<file path="src/rtl/pipeline_ctrl.sv">
// pipeline_ctrl: hazard, redirect and interrupt-entry sequencing for a 3-stage pipeline.
// Optional feature: define FORWARDING_EN to enable MW->DE ALU forwarding.
module pipeline_ctrl #(
   parameter int CNT_W = 16
) (
   input  logic             clk,
   input  logic             rst,
   input  logic [4:0]       de_rs1,
   input  logic [4:0]       de_rs2,
   input  logic             de_use_rs1,
   input  logic             de_use_rs2,
   input  logic             de_br_taken,
   input  logic             de_is_mret,
   input  logic [4:0]       mw_rd,
   input  logic             mw_reg_wr,
   input  logic             mw_is_load,
   input  logic             ext_irq,
   input  logic             irq_en,
   output logic             fwd_a,
   output logic             fwd_b,
   output logic             stall,
   output logic             flush_de,
   output logic             flush_mw,
   output logic [1:0]       pc_sel,
   output logic             trap_take,
   output logic             irq_busy,
   output logic [CNT_W-1:0] stall_cnt,
   output logic [CNT_W-1:0] flush_cnt
);
   typedef enum logic [1:0] {RUN, IRQ_DRAIN, IRQ_TRAP} state_t;
   state_t state, state_nx;
   logic hz_1, hz_2, load_use, fwd_ok, redirect, irq_go;
   assign hz_1 = de_use_rs1 & mw_reg_wr & (mw_rd != 5'd0) & (mw_rd == de_rs1);
   assign hz_2 = de_use_rs2 & mw_reg_wr & (mw_rd != 5'd0) & (mw_rd == de_rs2);
`ifdef FORWARDING_EN
   assign fwd_ok   = 1'b1;
   assign load_use = (hz_1 | hz_2) & mw_is_load;
`else
   assign fwd_ok   = 1'b0;
   assign load_use = hz_1 | hz_2;
`endif
   assign redirect = (de_br_taken | de_is_mret) & ~load_use;
   assign irq_go   = ext_irq & irq_en & ~load_use & ~redirect;
   // Outputs are forced low while reset is held, regardless of the inputs.
   always_comb begin
      state_nx  = state;
      fwd_a     = 1'b0;
      fwd_b     = 1'b0;
      stall     = 1'b0;
      flush_de  = 1'b0;
      flush_mw  = 1'b0;
      pc_sel    = 2'b00;
      trap_take = 1'b0;
      irq_busy  = 1'b0;
      if (rst) begin
         case (state)
            RUN: begin
               fwd_a    = fwd_ok & hz_1 & ~mw_is_load;
               fwd_b    = fwd_ok & hz_2 & ~mw_is_load;
               stall    = load_use;
               flush_mw = load_use;
               flush_de = redirect;
               pc_sel   = redirect ? (de_is_mret ? 2'b11 : 2'b01) : 2'b00;
               irq_busy = irq_go;
               state_nx = irq_go ? IRQ_DRAIN : RUN;
            end
            IRQ_DRAIN: begin
               trap_take = 1'b1;
               flush_mw  = 1'b1;
               stall     = 1'b1;
               irq_busy  = 1'b1;
               state_nx  = IRQ_TRAP;
            end
            default: begin
               pc_sel   = 2'b10;
               flush_de = 1'b1;
               irq_busy = 1'b1;
               state_nx = RUN;
            end
         endcase
      end
   end
   always_ff @(posedge clk or negedge rst) begin
      if (!rst) begin
         state     <= RUN;
         stall_cnt <= '0;
         flush_cnt <= '0;
      end else begin
         state <= state_nx;
         if (stall && state == RUN && stall_cnt != '1) stall_cnt <= stall_cnt + CNT_W'(1);
         if (flush_de && flush_cnt != '1) flush_cnt <= flush_cnt + CNT_W'(1);
      end
   end
endmodule
</file>
<file path="config.mk">
export PLATFORM = sky130hd
export DESIGN_NAME = pipeline_ctrl
export DESIGN_NICKNAME = d
export VERILOG_FILES = /design/src/rtl/pipeline_ctrl.sv
export SDC_FILE = /design/constraint.sdc
export NUM_CORES = 1
export LEC_CHECK = 0
export ABC_AREA = 1
export ABC_CLOCK_PERIOD_IN_PS = 3600
export CAP_MARGIN = 20
export CORE_MARGIN = 8
export CORE_UTILIZATION = 52
export DETAILED_ROUTE_END_ITERATION = 16
export PLACE_DENSITY = 0.86
export SYNTH_ARGS = -nofsm -noshare
export SYNTH_HDL_FRONTEND = slang
export SYNTH_SLANG_ARGS = --single-unit
</file>
<file path="constraint.sdc">
create_clock -name clk -period 3.6 [get_ports clk]
set_input_delay 1.08 -clock clk [delete_from_list [all_inputs] [get_ports clk]]
set_output_delay 1.08 -clock clk [all_outputs]
set_load 0.03 [all_outputs]
</file>
==> Word-level counts from Yosys, hierarchy flattened <==
Cells that the tools add are included.
{ "totals": {"output_inout_bits": 41, "in_bits": 25, "reg_bits": 34, "word_cells": 43} }
{ "op_classes": {"n_eq_ne": 5, "n_addsub": 2, "n_bitwise": 14, "reduce_logical": 5, "muxes": 14} }
{ "op_table": {"columns": ["op", "count"], "rows": [
  ["$add A16 B1 Y16 const B", 2],
  ["$ne A16 B16 Y1 const B", 2],
  ["$and A1 B1 Y1", 10],
  ["$eq A5 B5 Y1", 2],
  ["$pmux W2 S2", 2],
  ["$mux W1", 7],
  ["$mux W2", 3],
  ["$reduce_bool A5 Y1", 1],
  ["$pmux W1 S2", 2],
  ["$logic_and A1 B1 Y1", 3],
  ["$eq A2 B1 Y1 const B", 1],
  ["$logic_not A2 Y1", 1],
  ["$not A1 Y1", 2],
  ["$or A1 B1 Y1", 2]
]} }

==> Depth between registers and ports, before layout <==
Gate-level depths: netlist (run 1).
{ "logic_depth": {"ltp_word": 10, "ltp_mapped": 13, "ltp_nobuf": 12} }

==> Worst setup path before layout (run 1) <==
No wires, ideal clock.
{ "synth_path": {"path_kind": "input-to-output", "startpoint": "in de_use_rs2", "endpoint": "out stall", "path_stages": 11, "slack_ps": -81, "t_required_ps": 2520, "n_path_buf": 1, "arrival_ps": 2601, "path_cell_list": "nand2_1 > inv_1 > nand2_1 > nor2_1 > nand3_1 > nand2_1 > nand2_1 > inv_2 > nor2_1 > nor3_1 > buf_4"} }
{ "synth_between": {"elab_chain_len": 6} }
{ "synth_lines": {"columns": ["item", "line_no", "text"], "rows": [
  ["start, declared", "11", "input logic de_use_rs2,"],
  ["$and A1 B1 Y1 (3 in a row)", "34", "assign hz_2 = de_use_rs2 & mw_reg_wr & (mw_rd != 5'd0) & (mw_rd == de_rs2);"],
  ["$or A1 B1 Y1", "40", "assign load_use = hz_1 | hz_2;"],
  ["$pmux W1 S2", null, null],
  ["$mux W1", null, null],
  ["end, declared", "21", "output logic stall,"]
]} }
Every way passes these cells.

==> Worst setup path after layout (run 1) <==
{ "layout_path": {"startpoint": "in mw_rd[3]", "endpoint": "out irq_busy"} }
{ "layout_between": {"elab_chain_len": 10, "elab_cells_between_ends": 15, "cone_classes": "eq/ne (2); mux (2); bitwise (10); reduce/logical (1)"} }
{ "layout_lines": {"columns": ["item", "line_no", "text"], "rows": [
  ["start, declared", "14", "input logic [4:0] mw_rd,"],
  ["$reduce_bool A5 Y1", "33, 34", null],
  ["$and A1 B1 Y1 (on tied branches) (2 in a row)", "33, 34", null],
  ["$or A1 B1 Y1 *", "40", null],
  ["$not A1 Y1 *", "42, 43", null],
  ["$and A1 B1 Y1", "42", "assign redirect = (de_br_taken | de_is_mret) & ~load_use;"],
  ["$not A1 Y1", "43", "assign irq_go = ext_irq & irq_en & ~load_use & ~redirect;"],
  ["$and A1 B1 Y1 *", "43", null],
  ["$mux W1 *", "56", "case (state)"],
  ["$mux W1 *", "55", "if (rst) begin"],
  ["end, declared", "26", "output logic irq_busy,"]
]} }
Mark *: on every way between the ends. The rest lies on a longest branch, timed or not.

==> results of run 1 <==
## cell type report
class                           count  area share [%]
Tap cell                           52           2.011
Timing Repair Buffer               76           22.20
Clock buffer                        6           2.552
Inverter                           52           6.032
Sequential cell                    34           26.30
Clock inverter                      2          0.3867
Multi-Input combinational cell    243           40.53
## Yosys cell counts, drive strengths merged
master / instances / area, µm²
nand2: 105 / 404.1
inv: 52 / 195.2
xnor2: 11 / 96.34
nand3b: 2 / 15.01
nor3: 11 / 65.06
xor2: 17 / 148.9
nand4: 22 / 152.7
nor4: 1 / 6.260
dfrtp: 34 / 850.8
nand3: 19 / 122.6
o21bai: 1 / 7.510
o21ai: 14 / 70.07
a21oi: 2 / 10.01
conb: 1 / 3.750
o22ai: 1 / 6.260
nor2: 33 / 143.9
buf: 10 / 75.06
ha: 2 / 25.02
## power by group
part           internal (mW)  switching [mW]  total (mW)
registers              0.415          0.0523       0.467
logic                  0.134           0.185       0.319
clock network          0.154           0.139       0.292
## final timing paths
check	start	endpoint	slack, ns	cells after the start
setup / recovery	mw_rd[3]	irq_busy	0.15	12
hold / removal	flush_cnt[13]$_DFFE_PN0P_	flush_cnt[13]$_DFFE_PN0P_	0.53	2
setup reg to reg	stall_cnt[0]$_DFFE_PN0P_	stall_cnt[10]$_DFFE_PN0P_	1.65	7
hold reg to reg	flush_cnt[13]$_DFFE_PN0P_	flush_cnt[13]$_DFFE_PN0P_	0.53	2
max in group asynchronous	rst	flush_cnt[7]$_DFFE_PN0P_	2.39	2
min in group asynchronous	rst	state[1]$_DFFE_PN0P_	0.60	1
## worst max-delay path, delay by kind of cell
kind | cells | cell delay (ns)
buffers and inverters | 4 | 0.63
AOI/OAI and AO/OA | 1 | 0.19
and+or+nand+nor | 7 | 0.48
## repair_timing
action / CTS / global route
resized for setup: 16 / 14
endpoints found under the setup margin: 5 / 21
setup buffers: 8 / 1
pin swaps: 11 / 15
## cell families after synthesis
kind of cell | synth area share (%)
simple gates | 37.92
buf+inv | 11.27
flops | 35.47
xor+xnor | 10.22
compound gates | 3.913
fa+ha+maj | 1.043
other cells | 0.1563
## layer usage
metal / part of all wire, % / vias up / GRT usage, %
met4: 1.5 / 0 / 5.965
met2: 50 / 84 / 30.18
met5: 0 / - / 0
li1: - / 1209 / -
met3: 7.9 / 8 / 5.664
met1: 41 / 1110 / 20.03
## sequential cells by signal, summed over array words and instances, names as in the netlist
signal / cells
flush_cnt: 16
state: 2
stall_cnt: 16
## stage by stage
step | area, µm² | util (%) | power (mW) | setup WS [ns]
4_1_cts | 3189 | 72.25 | 1.083 | -0.006460
5_1_grt | 3236 | 73.30 | 1.143 | 0.005754
3_3_place_gp | 3033 | 68.71 | 0.7816 | -0.07858
6_report | 3236 | 73.30 | 1.079 | 0.1451
2_1_floorplan | 2407 | - | 0.6509 | 0.2035
3_5_place_dp | 3033 | 68.71 | 0.7904 | -0.1089
==> results by stage, run 1 <==
Power:
- The total leakage power is 1.559 nW.
- The highest ir drop seen on vdd is 0.1945 mV.
- The power density over the cells is between 300 and 400 nW/µm².

Finish:
- The sequential cells in the finished layout cover a total of approximately 850 µm².
- After filler insertion, the fill cell instance count of the layout stands at between 300 and 400.
- The total inserted antenna cells is 0.
- The synthesis-to-layout area growth is 34.90%.
- Leaving out fill and tap cells, the most frequent cell in the layout is nand2_1.
- Cells with a size suffix above 1 make up roughly an eighth of the layout.
- The post-layout net count is 439.
- The count of cells in the finished layout, fillers not included, comes to between 400 and 500.
- In the final layout, the multi-input gates occupy 1311 µm².
- The top cell types in the final layout, fill and taps aside, are 101 x nand2_1, 46 x inv_1, 36 x clkdlybuf4s50_1, 34 x dfrtp_1, 27 x nor2_1.

Timing:
- The minimum hold slack is roughly 0.53 ns.
- The count of final max-slew check failures is 0.
- The headroom to the max-slew limit is 47.95%.
- The number of failing setup endpoints in the final timing report is 0.
- Setup repair after global routing left no endpoint under its margin.
- The minimum clock period is between 3 and 4 ns.
- The number of hold-slack violations in the final timing report is 0.
- The final clock period utilization by the worst path is between 90% and 100%.
- The aggregate negative setup slack is 0 ns.
- The worst clock skew is 0.003222 ns.
- The actual slew at the worst max-slew pin is just under 0.8 ns.
- Derived from the worst setup path, the maximum achievable clock frequency is slightly below 0.3 GHz.

Drt:
- The routed layout has between 2,000 and 2,500 vias.
- The total detailed-routing wirelength is 6034 µm.
- In the final routed layout, each cell accounts on average for about 13 µm.
- After detailed routing, the number of remaining DRC violations is 0.
- The DRC marker count from the first detailed-route iteration is 110.
- The average via count per standard cell is ~5.2.
- The number of antenna-violating nets in the routed design is 0.
- The detailed-router iteration count before antenna repair is 4.

CTS:
- The CTS clock-pin slew for the worst setup and hold paths is ~0.07 ns.
- For this design, the CTS-stage hold fixing added 0 buffers.
- TritonCTS built the clock tree.
- The total clock buffers created by CTS is 5.
- No sink is reached through more buffers than the 2 on the longest clock path.
- The cell sitting at the root of the clock tree is a clkbuf_8.
- CTS built an H-tree with a depth of 2.
- For the worst-skew pair, the clock arrives at the later sink with an insertion delay of about 0.28 ns.
- The total clock sinks is 34.

Critical path:
- The worst-path cell with the longest stage delay is dlygate4sd2_1.
- The largest fanout on the critical path is 4.
- The delay of the slowest cell on the worst path is roughly 0.27 ns.
- The cell occurring most often along the worst timing path is nand2_1.
- At the worst endpoint, the required time is 2.52 ns.
- The kind of end point of the critical path is an output port.
- For the worst setup path, the data arrival time is around 2.4 ns.
- The setup path with the least slack is of type primary input to output port.
- The sort of element at the start of the critical path is a primary input.
- Walking the worst path, the cells encountered are dlygate4sd2_1, inv_2, nand2_1, nand2_1, nor2_1, nand3_1, nand2_1, nand2_2, buf_6, nand4_1, a21oi_1, buf_4.

GRT:
- The global-route wire length before repair is between 10,000 and 15,000 µm.
- The total routing usage reported by global routing is between 15 and 20%.
- The number of global-route vias before repair came to 2,355.
- Entering global routing, the biggest net connects 34 pins.
- Global routing finished with a remaining overflow of 0.
- The initial antenna violation count came to 0.

Yosys:
- The average instance in the mapped netlist occupies slightly above 7 µm².
- During synthesis, Yosys emitted a total of 0 warnings.
- The cell count after synthesis is 338.
- The fraction of the yosys area taken by sequential cells is 35.47%.
- The post-synthesis cell type count is 30.
- The synthesized netlist occupies a cell area of around 2400 µm².
- Counting flops and latches in the post-synthesis netlist gives 34.

Place:
- The detailed-placement wirelength estimate is between 4000 and 5000 µm.
- The number of placed instances, taps included, is between 400 and 500.
- Port buffering added 62 buffers.
- The routability congestion estimate is 0.8570.

Run status:
- The run finished with clean final reports.

Die:
- The die is 83.92 µm wide.
- The total I/O pin count is 66.
- The number of rows created at floorplan is 24.
- Once the floorplan was initialized, standard cells occupied roughly 54% of the core.
- The total area inside the core boundary comes to 4414 µm².
- The die area is between 7000 and 8000 µm².
- The die is 83.92 µm tall.

Flow run:
- The number of max-capacitance violations reported is 0.

Hold path:
- The class of the tightest hold or removal check is flip-flop to flip-flop.
(Power assumes the default switching activity.)
==> run 2, diff against run 1 <==
--- a/config.mk
+++ b/config.mk
@@ -8,10 +8,12 @@
 export ABC_AREA = 1
 export ABC_CLOCK_PERIOD_IN_PS = 3600
 export CAP_MARGIN = 20
+export CELL_PAD_IN_SITES_DETAIL_PLACEMENT = 1
+export CELL_PAD_IN_SITES_GLOBAL_PLACEMENT = 1
 export CORE_MARGIN = 8
-export CORE_UTILIZATION = 52
+export CORE_UTILIZATION = 37
 export DETAILED_ROUTE_END_ITERATION = 16
-export PLACE_DENSITY = 0.86
+export PLACE_DENSITY_LB_ADDON = 0.1
 export SYNTH_ARGS = -nofsm -noshare
 export SYNTH_HDL_FRONTEND = slang
 export SYNTH_SLANG_ARGS = --single-unit
==> results by stage, run 2 (synthesized netlist as in run 1, its figures left out) <==
Run status:
- The flow ran to the end, and the final reports show no timing, DRC or antenna violations.

GRT:
- The residual overflow from global routing is 0.
- Entering global routing, the biggest net connects 35 pins.
- The global-route wire length before repair is ~11,000 µm.
- The total routing usage reported by global routing is roughly 15%.
- The number of global-route vias before repair came to 2,381.
- The initial antenna violation count is 1.

Critical path:
- The kind of end point of the critical path is an output port.
- Along the worst path, the maximum fanout reaches 4.
- The sort of element at the start of the critical path is a primary input.
- The critical path required time is ~2.5 ns.
- The type of the setup path with the least slack is primary input to output port.
- STA puts the critical path data arrival time at 2.35 ns.

Finish:
- The post-layout instance area is approximately 3200 µm².
- Cells with a size suffix above 1 make up a little under an eighth of the layout.
- Compared with the post-synthesis result, the final layout area differs by 32.86%.
- At the end of the flow, the number of nets in the layout was ~430.
- The most common cell after layout, fill and taps aside is nand2_1.
- The total inserted antenna cells is 0.
- In the layout the commonest cells are 101 x nand2_1, 47 x inv_1, 36 x clkdlybuf4s50_1, 34 x dfrtp_1, 28 x nor2_1.
- The largest registers in the layout are flush_cnt (16), stall_cnt (16), state (2).

CTS:
- The clock tree synthesis step divided the H-tree into 2 levels.
- The clock root buffer is clkbuf_8.
- Clock latency on the worst-skew pair, taken at its later pin, is around 0.29 ns.
- After clock tree synthesis, the flow added hold-fix buffers numbering 0.
- The number of buffers between clock root and the deepest sink is 2.
- The clock drives 34 sinks.
- After clock tree synthesis, the clock-pin slew on the worst setup and hold paths is 0.07 ns.
- TritonCTS created 5 clock buffers.
- The CTS tree is yes.

Die:
- The chip width is around 97 µm.
- The total I/O pin count is 66.
- The height of the chip is approximately 97 µm.
- The region available for standard cell placement spans around 6300 µm².
- The number of rows created at floorplan is 29.
- The die area is 9315 µm².
- For this configuration, the core starts out at a cell density of 37.99%.

Timing:
- The minimum clock period is 3.434 ns.
- Setup repair after global routing left no endpoint under its margin.
- The worst clock skew is ~0.0051 ns.
- After layout, the worst path uses about 95% of the clock period.
- The maximum clock rate is between 0.2 and 0.3 GHz.
- The number of hold-slack violations in the final timing report is 0.
- The count of final max-slew check failures is 0.
- The aggregate negative setup slack is 0 ns.
- Setup violations remaining at the end of the flow were counted as 0.
- The minimum hold slack is 0.5271 ns.

Flow run:
- The number of max-capacitance violations reported is 0.

Power:
- The total chip power is roughly 1.1 mW.
- Summed over all cells, the static leakage comes to approximately 1.5 nW.
- The worst-case IR drop observed on VDD is around 0.21 mV.
- The power density over the cells is ~340 nW/µm².

Place:
- Once placement finished, the instance area stood at between 3000 and 4000 µm².
- During placement, the flow inserted port buffers numbering 62.
- The detailed-placement wirelength estimate is approximately 5000 µm.
- Routability-driven placement finished with a final weighted congestion of 0.7965.

Hold path:
- The class of the tightest hold or removal check is flip-flop to flip-flop.

Drt:
- The total detailed-routing wirelength is ~6600 µm.
- For this run, design rule violations remaining after detail routing come to 0.
- The wire length per cell after detailed routing is 13.53 µm.
- The amount of wire on met2 after detailed routing is 2944 µm.
- The routed metal-1 wire length is 3118 µm.
- The uppermost signal routing layer after detailed routing is met5.
- The routed layout has approximately 2,300 vias.
- The count of nets left with antenna violations once routing finished came out at 0.
- In the detailed route, the total length drawn on met3 is 407 µm.
- The first detailed-routing pass ran for 4 iterations.
- The DRC marker count from the first detailed-route iteration is 40.
- The average via count per standard cell is about 4.8.
-- run 2: cell count changes in the layout (fill, tap and decap cells not counted), moves of 2 or more --
| cell | previous run | this run |
|---|---|---|
| dlygate4sd2_1 | 12 | 17 |
| dlymetal6s2s_1 | 6 | 1 |
| buf_6 | 4 | 1 |
| buf_4 | 17 | 15 |
-- run 2: worst paths after layout --
path                                          startpoint                         to  slack, ns  depth (start not counted)
worst max-delay path                            mw_rd[2]                   irq_busy       0.17                          8
worst min-delay path            stall_cnt[6]$_DFFE_PN0P_   stall_cnt[6]$_DFFE_PN0P_       0.53                          2
worst max register to register  flush_cnt[0]$_DFFE_PN0P_  flush_cnt[13]$_DFFE_PN0P_       1.62                          9
worst min register to register  stall_cnt[6]$_DFFE_PN0P_   stall_cnt[6]$_DFFE_PN0P_       0.53                          2
max in group asynchronous                            rst   stall_cnt[7]$_DFFE_PN0P_       2.37                          2
min in group asynchronous                            rst       state[1]$_DFFE_PN0P_       0.59                          1
-- run 2: power by group --
| group | leakage [nW] | switching (mW) | internal, mW | total [mW] |
|---|---|---|---|---|
| Sequential | 0.467 | 0.0528 | 0.415 | 0.468 |
| Clock | 0.0482 | 0.144 | 0.154 | 0.298 |
| Combinational | 0.976 | 0.183 | 0.131 | 0.314 |
-- run 2: what timing repair did --
item,in CTS,in global routing
setup endpoints to repair,6,5
setup buffers,2,1
pin swaps,13,7
resized for setup,21,3
-- run 2: area by class of cell --
cell class              instances  area [µm²]
repair buffers                 71       650.6
multi-input cells             243        1303
well taps                      77       96.34
fillers                       834        3127
clock inverters                 1       5.005
inverters                      52       195.2
clock buffers                   7       86.33
flip-flops and latches         34       850.8
-- run 2: worst max-delay path, cell delays in order --
cell and delay [ns]:
dlygate4sd2_1 0.27, nor3_1 0.22, nand3_1 0.11, nand2_2 0.13, buf_6 0.10, nand4_1 0.09, a21oi_1 0.17, buf_4 0.18
-- run 2: routing by layer --
layer | vias to the layer above | GRT usage (%)
met4 | 2 | 4.540
li1 | 1202 | -
met5 | - | 0
met3 | 9 | 4.637
met2 | 47 | 24.35
met1 | 1044 | 18.93
-- run 2: through the flow --
stage	std cells	util [%]	setup WS, ns
2_1_floorplan	339	-	0.2035
3_5_place_dp	474	48.65	-0.1228
6_report	485	50.48	0.1659
3_3_place_gp	474	48.65	-0.1042
5_1_grt	485	50.48	0.006269
4_1_cts	484	50.20	0.003728
